$ cat src/rtl/llki_mock_tss_keyload_if.sv
// LLKI key-load handshake plus the obfuscated datapath, bundled for the mock TSS.
interface llki_mock_tss_keyload_if #(
    parameter int unsigned NUM_KEY_WORDS = 2
);
    localparam int unsigned KEY_W = 64 * NUM_KEY_WORDS;

    logic [63:0]      llkid_key_data;
    logic             llkid_key_valid;
    logic             llkid_key_ready;
    logic             llkid_key_complete;
    logic             llkid_clear_key;
    logic             llkid_clear_key_ack;
    logic             llkid_key_error;
    logic [KEY_W-1:0] data_in;
    logic             data_in_valid;
    logic [KEY_W-1:0] data_out;
    logic             data_out_valid;

    modport master (
        output llkid_key_data, llkid_key_valid, llkid_clear_key, data_in, data_in_valid,
        input  llkid_key_ready, llkid_key_complete, llkid_clear_key_ack, llkid_key_error,
               data_out, data_out_valid
    );

    modport slave (
        input  llkid_key_data, llkid_key_valid, llkid_clear_key, data_in, data_in_valid,
        output llkid_key_ready, llkid_key_complete, llkid_clear_key_ack, llkid_key_error,
               data_out, data_out_valid
    );
endinterface

$ cat src/rtl/llki_mock_tss_keyload.sv
// Mock TSS: loads a multi-word key with artificial wait states and XORs it over data.
// Define LLKI_MOCKTSS_KEY_LOCK_EN to reject key words once the key is complete.
module llki_mock_tss_keyload #(
    parameter int unsigned                  NUM_KEY_WORDS = 2,
    parameter int unsigned                  WAIT_CYCLES   = 8,
    parameter logic [64*NUM_KEY_WORDS-1:0]  MOCK_KEY      = '0
) (
    input logic                     clk,
    input logic                     rst,
    llki_mock_tss_keyload_if.slave  llki
);
    localparam int unsigned      KEY_W     = 64 * NUM_KEY_WORDS;
    localparam int unsigned      IDX_W     = (NUM_KEY_WORDS > 1) ? $clog2(NUM_KEY_WORDS) : 1;
    localparam int unsigned      CNT_W     = 8;
    localparam logic [IDX_W-1:0] LAST_IDX  = IDX_W'(NUM_KEY_WORDS - 1);
    localparam logic [CNT_W-1:0] WAIT_INIT = CNT_W'(WAIT_CYCLES);

    typedef enum logic [2:0] {
        IDLE        = 3'd0,
        LOAD_WAIT   = 3'd1,
        WORD_LOADED = 3'd2,
        COMPLETE    = 3'd3,
        CLEAR       = 3'd4,
        CLEAR_WAIT  = 3'd5
    } state_e;

    state_e           state_q, state_d;
    logic [IDX_W-1:0] idx_q, idx_d;
    logic [KEY_W-1:0] key_q, key_d;
    logic [CNT_W-1:0] cnt_q, cnt_d;
    logic             ready_q, ready_d;
    logic             complete_q, complete_d;
    logic             ack_q, ack_d;
    logic [KEY_W-1:0] data_out_q, data_out_d;
    logic             data_out_valid_q, data_out_valid_d;
`ifdef LLKI_MOCKTSS_KEY_LOCK_EN
    logic             error_q, error_d;
`endif

    // Next-state, key/counter updates and registered handshake outputs
    always_comb begin
        state_d = state_q;
        idx_d   = idx_q;
        key_d   = key_q;
        cnt_d   = cnt_q;
        ack_d   = 1'b0;
`ifdef LLKI_MOCKTSS_KEY_LOCK_EN
        error_d = 1'b0;
`endif
        case (state_q)
            IDLE, WORD_LOADED: begin
                if (llki.llkid_clear_key) begin
                    if (state_q == IDLE) ack_d   = 1'b1;
                    else                 state_d = CLEAR;
                end else if (llki.llkid_key_valid) begin
                    key_d[{idx_q, 6'b0} +: 64] = llki.llkid_key_data;
                    cnt_d   = WAIT_INIT;
                    state_d = LOAD_WAIT;
                end
            end
            LOAD_WAIT: begin
                // An expiring wait state wins over a concurrent clear request
                if (cnt_q == '0) begin
                    if (idx_q == LAST_IDX) begin
                        state_d = COMPLETE;
                    end else begin
                        idx_d   = idx_q + IDX_W'(1);
                        state_d = WORD_LOADED;
                    end
                end else if (llki.llkid_clear_key) begin
                    state_d = CLEAR;
                end else begin
                    cnt_d = cnt_q - CNT_W'(1);
                end
            end
            COMPLETE: begin
                if (llki.llkid_clear_key) begin
                    state_d = CLEAR;
                end else if (llki.llkid_key_valid) begin
`ifdef LLKI_MOCKTSS_KEY_LOCK_EN
                    error_d = 1'b1;
`else
                    idx_d      = '0;
                    key_d[63:0] = llki.llkid_key_data;
                    cnt_d      = WAIT_INIT;
                    state_d    = LOAD_WAIT;
`endif
                end
            end
            CLEAR: begin
                key_d   = '0;
                idx_d   = '0;
                cnt_d   = WAIT_INIT;
                state_d = CLEAR_WAIT;
            end
            CLEAR_WAIT: begin
                if (cnt_q == '0) begin
                    ack_d   = 1'b1;
                    state_d = IDLE;
                end else begin
                    cnt_d = cnt_q - CNT_W'(1);
                end
            end
            default: begin
                state_d = IDLE;
                idx_d   = '0;
                key_d   = '0;
                cnt_d   = WAIT_INIT;
            end
        endcase

        ready_d    = (state_d == IDLE) || (state_d == WORD_LOADED) || (state_d == COMPLETE);
        complete_d = (state_d == COMPLETE);

        // Datapath samples the key as it stands at this edge, partial or not
        data_out_valid_d = llki.data_in_valid;
        data_out_d       = llki.data_in_valid ? (llki.data_in ^ MOCK_KEY ^ key_q) : data_out_q;
    end

    always_ff @(posedge clk or posedge rst) begin
        if (rst) begin
            state_q          <= IDLE;
            idx_q            <= '0;
            key_q            <= '0;
            cnt_q            <= WAIT_INIT;
            ready_q          <= 1'b1;
            complete_q       <= 1'b0;
            ack_q            <= 1'b0;
            data_out_q       <= '0;
            data_out_valid_q <= 1'b0;
        end else begin
            state_q          <= state_d;
            idx_q            <= idx_d;
            key_q            <= key_d;
            cnt_q            <= cnt_d;
            ready_q          <= ready_d;
            complete_q       <= complete_d;
            ack_q            <= ack_d;
            data_out_q       <= data_out_d;
            data_out_valid_q <= data_out_valid_d;
        end
    end

`ifdef LLKI_MOCKTSS_KEY_LOCK_EN
    always_ff @(posedge clk or posedge rst) begin
        if (rst) error_q <= 1'b0;
        else     error_q <= error_d;
    end

    assign llki.llkid_key_error = error_q;
`else
    assign llki.llkid_key_error = 1'b0;
`endif

    assign llki.llkid_key_ready     = ready_q;
    assign llki.llkid_key_complete  = complete_q;
    assign llki.llkid_clear_key_ack = ack_q;
    assign llki.data_out            = data_out_q;
    assign llki.data_out_valid      = data_out_valid_q;
endmodule

$ cat src/flat_wrapper.sv
// flat-port wrapper written by rule: the top's interface ports become plain ports
module llki_mock_tss_keyload_flat 
#(
    parameter int unsigned                  NUM_KEY_WORDS = 2,
    parameter int unsigned                  WAIT_CYCLES   = 8,
    parameter logic [64*NUM_KEY_WORDS-1:0]  MOCK_KEY      = '0
)
  (clk, rst, llki_llkid_key_data, llki_llkid_key_valid, llki_llkid_clear_key, llki_data_in, llki_data_in_valid, llki_llkid_key_ready, llki_llkid_key_complete, llki_llkid_clear_key_ack, llki_llkid_key_error, llki_data_out, llki_data_out_valid);
  llki_mock_tss_keyload_if #(.NUM_KEY_WORDS(NUM_KEY_WORDS)) llki_i ();
  input logic clk;
  input logic rst;
  input wire logic [$bits(llki_i.llkid_key_data)-1:0] llki_llkid_key_data;
  input wire logic [$bits(llki_i.llkid_key_valid)-1:0] llki_llkid_key_valid;
  input wire logic [$bits(llki_i.llkid_clear_key)-1:0] llki_llkid_clear_key;
  input wire logic [$bits(llki_i.data_in)-1:0] llki_data_in;
  input wire logic [$bits(llki_i.data_in_valid)-1:0] llki_data_in_valid;
  output wire logic [$bits(llki_i.llkid_key_ready)-1:0] llki_llkid_key_ready;
  output wire logic [$bits(llki_i.llkid_key_complete)-1:0] llki_llkid_key_complete;
  output wire logic [$bits(llki_i.llkid_clear_key_ack)-1:0] llki_llkid_clear_key_ack;
  output wire logic [$bits(llki_i.llkid_key_error)-1:0] llki_llkid_key_error;
  output wire logic [$bits(llki_i.data_out)-1:0] llki_data_out;
  output wire logic [$bits(llki_i.data_out_valid)-1:0] llki_data_out_valid;
  assign llki_i.llkid_key_data = llki_llkid_key_data;
  assign llki_i.llkid_key_valid = llki_llkid_key_valid;
  assign llki_i.llkid_clear_key = llki_llkid_clear_key;
  assign llki_i.data_in = llki_data_in;
  assign llki_i.data_in_valid = llki_data_in_valid;
  assign llki_llkid_key_ready = llki_i.llkid_key_ready;
  assign llki_llkid_key_complete = llki_i.llkid_key_complete;
  assign llki_llkid_clear_key_ack = llki_i.llkid_clear_key_ack;
  assign llki_llkid_key_error = llki_i.llkid_key_error;
  assign llki_data_out = llki_i.data_out;
  assign llki_data_out_valid = llki_i.data_out_valid;
  llki_mock_tss_keyload #(.NUM_KEY_WORDS(NUM_KEY_WORDS), .WAIT_CYCLES(WAIT_CYCLES), .MOCK_KEY(MOCK_KEY)) u_core (.clk(clk), .rst(rst), .llki(llki_i));
endmodule
$ cat config.mk
export PLATFORM = sky130hd
export DESIGN_NAME = llki_mock_tss_keyload_flat
export DESIGN_NICKNAME = d
export VERILOG_FILES = /design/src/rtl/llki_mock_tss_keyload_if.sv /design/src/rtl/llki_mock_tss_keyload.sv /design/src/flat_wrapper.sv
export SDC_FILE = /design/constraint.sdc
export NUM_CORES = 1
export LEC_CHECK = 0
export CAP_MARGIN = 20
export CORE_UTILIZATION = 44
export CTS_BUF_LIST = sky130_fd_sc_hd__clkbuf_4
export CTS_CLUSTER_SIZE = 40
export DETAILED_ROUTE_END_ITERATION = 10
export PLACE_DENSITY_LB_ADDON = 0.3
export SKIP_LAST_GASP = 1
export SYNTH_ARGS = -nofsm -noshare
export SYNTH_HDL_FRONTEND = slang
export SYNTH_SLANG_ARGS = --single-unit
$ cat constraint.sdc
create_clock -name clk -period 10.94 [get_ports clk]
set_input_delay 1.641 -clock clk [delete_from_list [all_inputs] [get_ports clk]]
set_output_delay 1.641 -clock clk [all_outputs]
set_load 0.005 [all_outputs]
After elaboration in Yosys (flattened, before gate mapping)
Cells that the tools add are included.
{"block": "classes", "shift": 2, "mux": 31, "reduce_logical": 14, "n_eq_ne": 17, "n_bitwise": 4, "add_sub_neg": 3}
{"cell": "$mux 128", "count": 2}
{"cell": "$pmux 64 s3", "count": 1}
{"cell": "$bwmux 128", "count": 1}
{"cell": "$mux 64", "count": 2}
{"cell": "$pmux 64 s2", "count": 1}
{"cell": "$shift 64x9->128 const A", "count": 1}
{"cell": "$shiftx 64x9->128", "count": 1}
{"cell": "$xor 128x128->128", "count": 1}
{"cell": "$mux 8", "count": 5}
{"cell": "$pmux 8 s3", "count": 1}
{"cell": "$mux 3", "count": 7}
{"cell": "$ne 2x2->1 const B", "count": 8}
{"cell": "$pmux 3 s5", "count": 1}
{"cell": "$eq 3x2->1 const B", "count": 4}
{"cell": "$reduce_and 5->1", "count": 2}
{"cell": "$neg 7->9", "count": 1}
{"cell": "$reduce_or 3->1", "count": 3}
{"cell": "$logic_not 8->1", "count": 1}
{"cell": "$mux 1", "count": 8}
{"cell": "$sub 8x1->8 const B", "count": 1}
{"cell": "$eq 3x3->1 const B", "count": 2}
{"cell": "$logic_not 3->1", "count": 2}
{"cell": "$ne 2x1->1 const B", "count": 2}
{"cell": "$reduce_and 4->1", "count": 1}
{"cell": "8 further kinds", "count": 12}
{"block": "word_totals", "output_inout_bits": 133, "wordCells": 81, "ff_bits": 272, "input_bits": 197}

Logic depth before layout (Yosys ltp)
{"block": "logic_depth", "depth_word": 7, "ltp_mapped": 8, "mapped_depth_nobuf": 7}

Least setup slack after synthesis
Ideal clock, no wire load.
{"block": "synth_path", "path_type": "input to register", "from": "input port llki_llkid_key_valid", "to": "register u_core.key_q[64]", "required_ps": 10804, "cell_stages": 8, "setup_time_ps": 136, "n_path_buf": 3, "arrival_ps": 2654, "setup_slack_ps": 8150, "cell_sequence": "nor2b_2 a21oi_1 o21a_1 buf_4 buf_4 buf_2 nand2_1 o21ai_0"}
{"block": "synth_via", "elab_chain_cells": 2}
{"item": "start: declaration", "line_no": "flat_wrapper.sv:13", "text": "input wire logic [$bits(llki_i.llkid_key_valid)-1:0] llki_llkid_key_valid;"}
{"item": "$ne 2x2->1 (no source line)"}
{"item": "$reduce_and 3->1 (no source line)"}
{"item": "end signal: assignment", "line_no": "llki_mock_tss_keyload.sv:134", "text": "key_q <= key_d;"}
{"item": "end: declaration", "line_no": "llki_mock_tss_keyload.sv:29", "text": "logic [KEY_W-1:0] key_q, key_d;"}
No other way between the ends.
A chain may end at the register's enable or synchronous reset.

Final worst setup path
{"block": "layout_path", "from": "input port llki_llkid_clear_key", "to": "register u_core.key_q[127]"}
{"block": "layout_via", "elab_chain_cells": 2}
{"item": "start: declaration", "line_no": "flat_wrapper.sv:14", "text": "input wire logic [$bits(llki_i.llkid_clear_key)-1:0] llki_llkid_clear_key;"}
{"item": "$ne 2x2->1 (no source line)"}
{"item": "$reduce_and 3->1 (no source line)"}
No other way between the ends.

==> summary.txt <==
crit-path cells - clkdlybuf4s50_1 -> nor2b_2 -> a21oi_1 -> o21a_4 -> buf_4 -> o21ai_0
Max Slew Vio Count - 0
Post-synth EDFFs - 0
Sw Ratio - 0.299
Post-Place Setup Slack - 6840 ps
CTS root buf - clkbuf_4
post-synth top area share - 0.603
Max Fclk - 289 MHz
register bit total from synthesis - 272
leading post-synthesis cells by cell area - dfrtp_1 (60%), xnor2_1 (10%), a21oi_1 (6.0%)
CORE AREA - 25,100 um2
Critical Path Start - llki_llkid_clear_key
H-tree depth - 3
first-pass detailed-route iteration total - 5
Clock Latency Late Sink - 650 ps
Logic pwr share - 0.254
final hold slack - 501 ps
Layout area overhead - 39.1%
Internal Pwr Total - 2.09 mW
most common cell after layout, fill and taps aside - clkdlybuf4s50_1
status - finished clean
final WL - 29,900 um
area post-placement - 14,700 um2
Worst Hold Class - reg2reg
PD cells - 191 nW/um2
number of vias per cell - 5.03
nets@finish - 1,596
Fin. Hold Viols - 0
hpwl dp - 20,200 um
peak supply drop - 0.0000927 V
clk_skew - 50.3 ps
syn nets - 1,250
Cells after Synth - 1,052
final setup violation count - 0
crit path kind - in2reg
Die X - 162 um
Initial Util - 0.446
vias post-DR - 8,937
wire per inst - 16.8 um
clock sinks - 272
PortBufs - 328
fin crit period - 3460 ps
Final Cell Area - 15,600 um2
Crit path required time - 11,400 ps
setup bufs post-CTS - 0
slowest stage delay, CP - 630 ps
Top FF cell, synth - dfrtp_1
CTS tree - yes
number of max-cap violations - 0
io pins - 330
routability cong. - 0.822
Clk pwr share - 0.284
RSZ-0062 raised after global routing - false
sequential share of the synthesized area - 0.608
DRC viols - 0
Arr. time, crit path - 3920 ps
switching pwr - 0.892 mW
Reg-to-Reg Start - u_core.state_q[2]
Synth area leader - dfrtp_1
Core Util, Final - 0.621
std cell rows - 58
CTS Buf Count - 72
fin crit share - 0.317
layout cells sized above 1 - 0.0961
leading cell types in the layout, fill and taps excluded - clkdlybuf4s50_1 (327), dfrtp_1 (270), nor2_1 (136)
global-route wire length before repair - 48,100 um
post-synth cell types - 46
initial DRC count - 597
initial antenna violation count - 3
Final ANT Viol Nets - 0
die area - 26,100 um2
Leak Pwr - 6.41 nW
CP Capture Type - flip-flop
sequential share of power - 0.463
gr ovfl total - 0
syn_area_per_cell - 10.6 um2
asr flop ratio synth - 1.00
startpoint types - input port
hold_buf cts - 0
Synth warnings - 0
Clock Pin Slew Worst Setup and Hold Paths - 60 ps
post-CTS resize count - 0
vias in the first global route - 9,135
die height - 162 um
gr usage total - 0.235
largest net degree at the start of global routing - 127
Fin Setup TNS - 0 ps
HP Start - u_core.key_q[115]
Slew @ Worst Pin - 976 ps
final worst slack - 7480 ps
Crit Path Max Fanout - 68
slowest stage cell, crit path - buf_4
slew margin rel. - 0.347
clock buffer depth - 3
Post-Syn Area - 11,200 um2
kinds of logic (layout without fill, tap and decap cells):
logic type      after synthesis  in the layout  share of synthesized area
buf+inv                      73            467                     0.0276
other cells                   1              3                   0.000335
xor+xnor                    132            132                      0.103
simple gates                291            291                      0.106
compound gates              279            279                      0.151
flops                       272            272                      0.608
mux                           3              3                    0.00313
fa+ha+maj                     1              1                    0.00112
power by group through the flow:
stage                     registers (mW)  clock network (mW)  logic, mW
final                               1.38               0.845      0.756
after global routing                1.40               0.938      0.835
after CTS                           1.38               0.879      0.765
after detailed placement            1.39                   0      0.763
after global placement              1.39                   0      0.741
after floorplan                     1.36                   0      0.385
per-layer routing:
metal  wire (um)  track usage  share of wire  vias up
met2       14300        0.381           0.48      341
met4         618       0.0819          0.021        2
met3        2480       0.0722          0.083       44
li1            -            -              -     4260
met1       12500        0.297           0.42     4290
met5          13            0        0.00043        -
critical path: cells and delay by family:
kind / cells / cell delay (ps)
buf+inv: 2 / 1200
simple gates: 1 / 100
compound gates: 3 / 950
registers in the layout, summed over array words and instances (netlist names):
| signal | flops |
|---|---|
| u_core.key_q | 128 |
| u_core.llki.data_out | 128 |
| u_core.cnt_q | 8 |
| u_core.state_q | 3 |
| u_core.idx_q | 1 |
| u_core.llki.data_out_valid | 1 |
| u_core.llki.llkid_clear_key_ack | 1 |
| u_core.llki.llkid_key_complete | 1 |
| u_core.llki.llkid_key_ready | 1 |
per-stage QoR:
| step | instances | total power [mW] |
|---|---|---|
| 2_1_floorplan | 1052 | 1.75 |
| 4_1_cts | 1776 | 3.02 |
| 6_report | 1778 | 2.98 |
| 3_5_place_dp | 1654 | 2.16 |
| 5_1_grt | 1778 | 3.18 |
| 3_3_place_gp | 1654 | 2.13 |
Yosys cell counts, types with 2 or more instances:
cell type / count
o2111ai_1: 3
dfstp_2: 2
inv_1: 8
nand2_1: 134
o21ai_1: 15
nor2_1: 136
xor2_1: 4
o21ai_0: 52
buf_4: 3
a21o_1: 2
clkbuf_1: 37
o21ai_2: 2
nor2b_2: 2
a21oi_1: 134
buf_1: 5
buf_2: 19
or3_1: 2
dfrtp_1: 270
xnor2_1: 128
nand3_1: 3
a22o_1: 64
nor3_1: 2
mux2i_1: 2
area by class of cell:
| cell class | count | area, um2 |
|---|---|---|
| multi-input cells | 707 | 4110 |
| fillers | 2090 | 9520 |
| clock inverters | 19 | 93.8 |
| inverters | 9 | 41.3 |
| clock buffers | 103 | 773 |
| diodes | 2 | 5.00 |
| well taps | 330 | 413 |
| repair buffers | 336 | 3340 |
| flip-flops and latches | 272 | 6810 |
final timing paths:
path / to / slack [ps] / cells past startpoint
max in group asynchronous: u_core.key_q[109] / 7790 / 3
min reg2reg: u_core.key_q[115] / 500 / 2
max reg2reg: u_core.key_q[1] / 8390 / 5
max: u_core.key_q[127] / 7480 / 6
min in group asynchronous: u_core.llki.data_out[64] / 1560 / 2
min: u_core.key_q[115] / 500 / 2
Power figures use the tool's default switching activity.
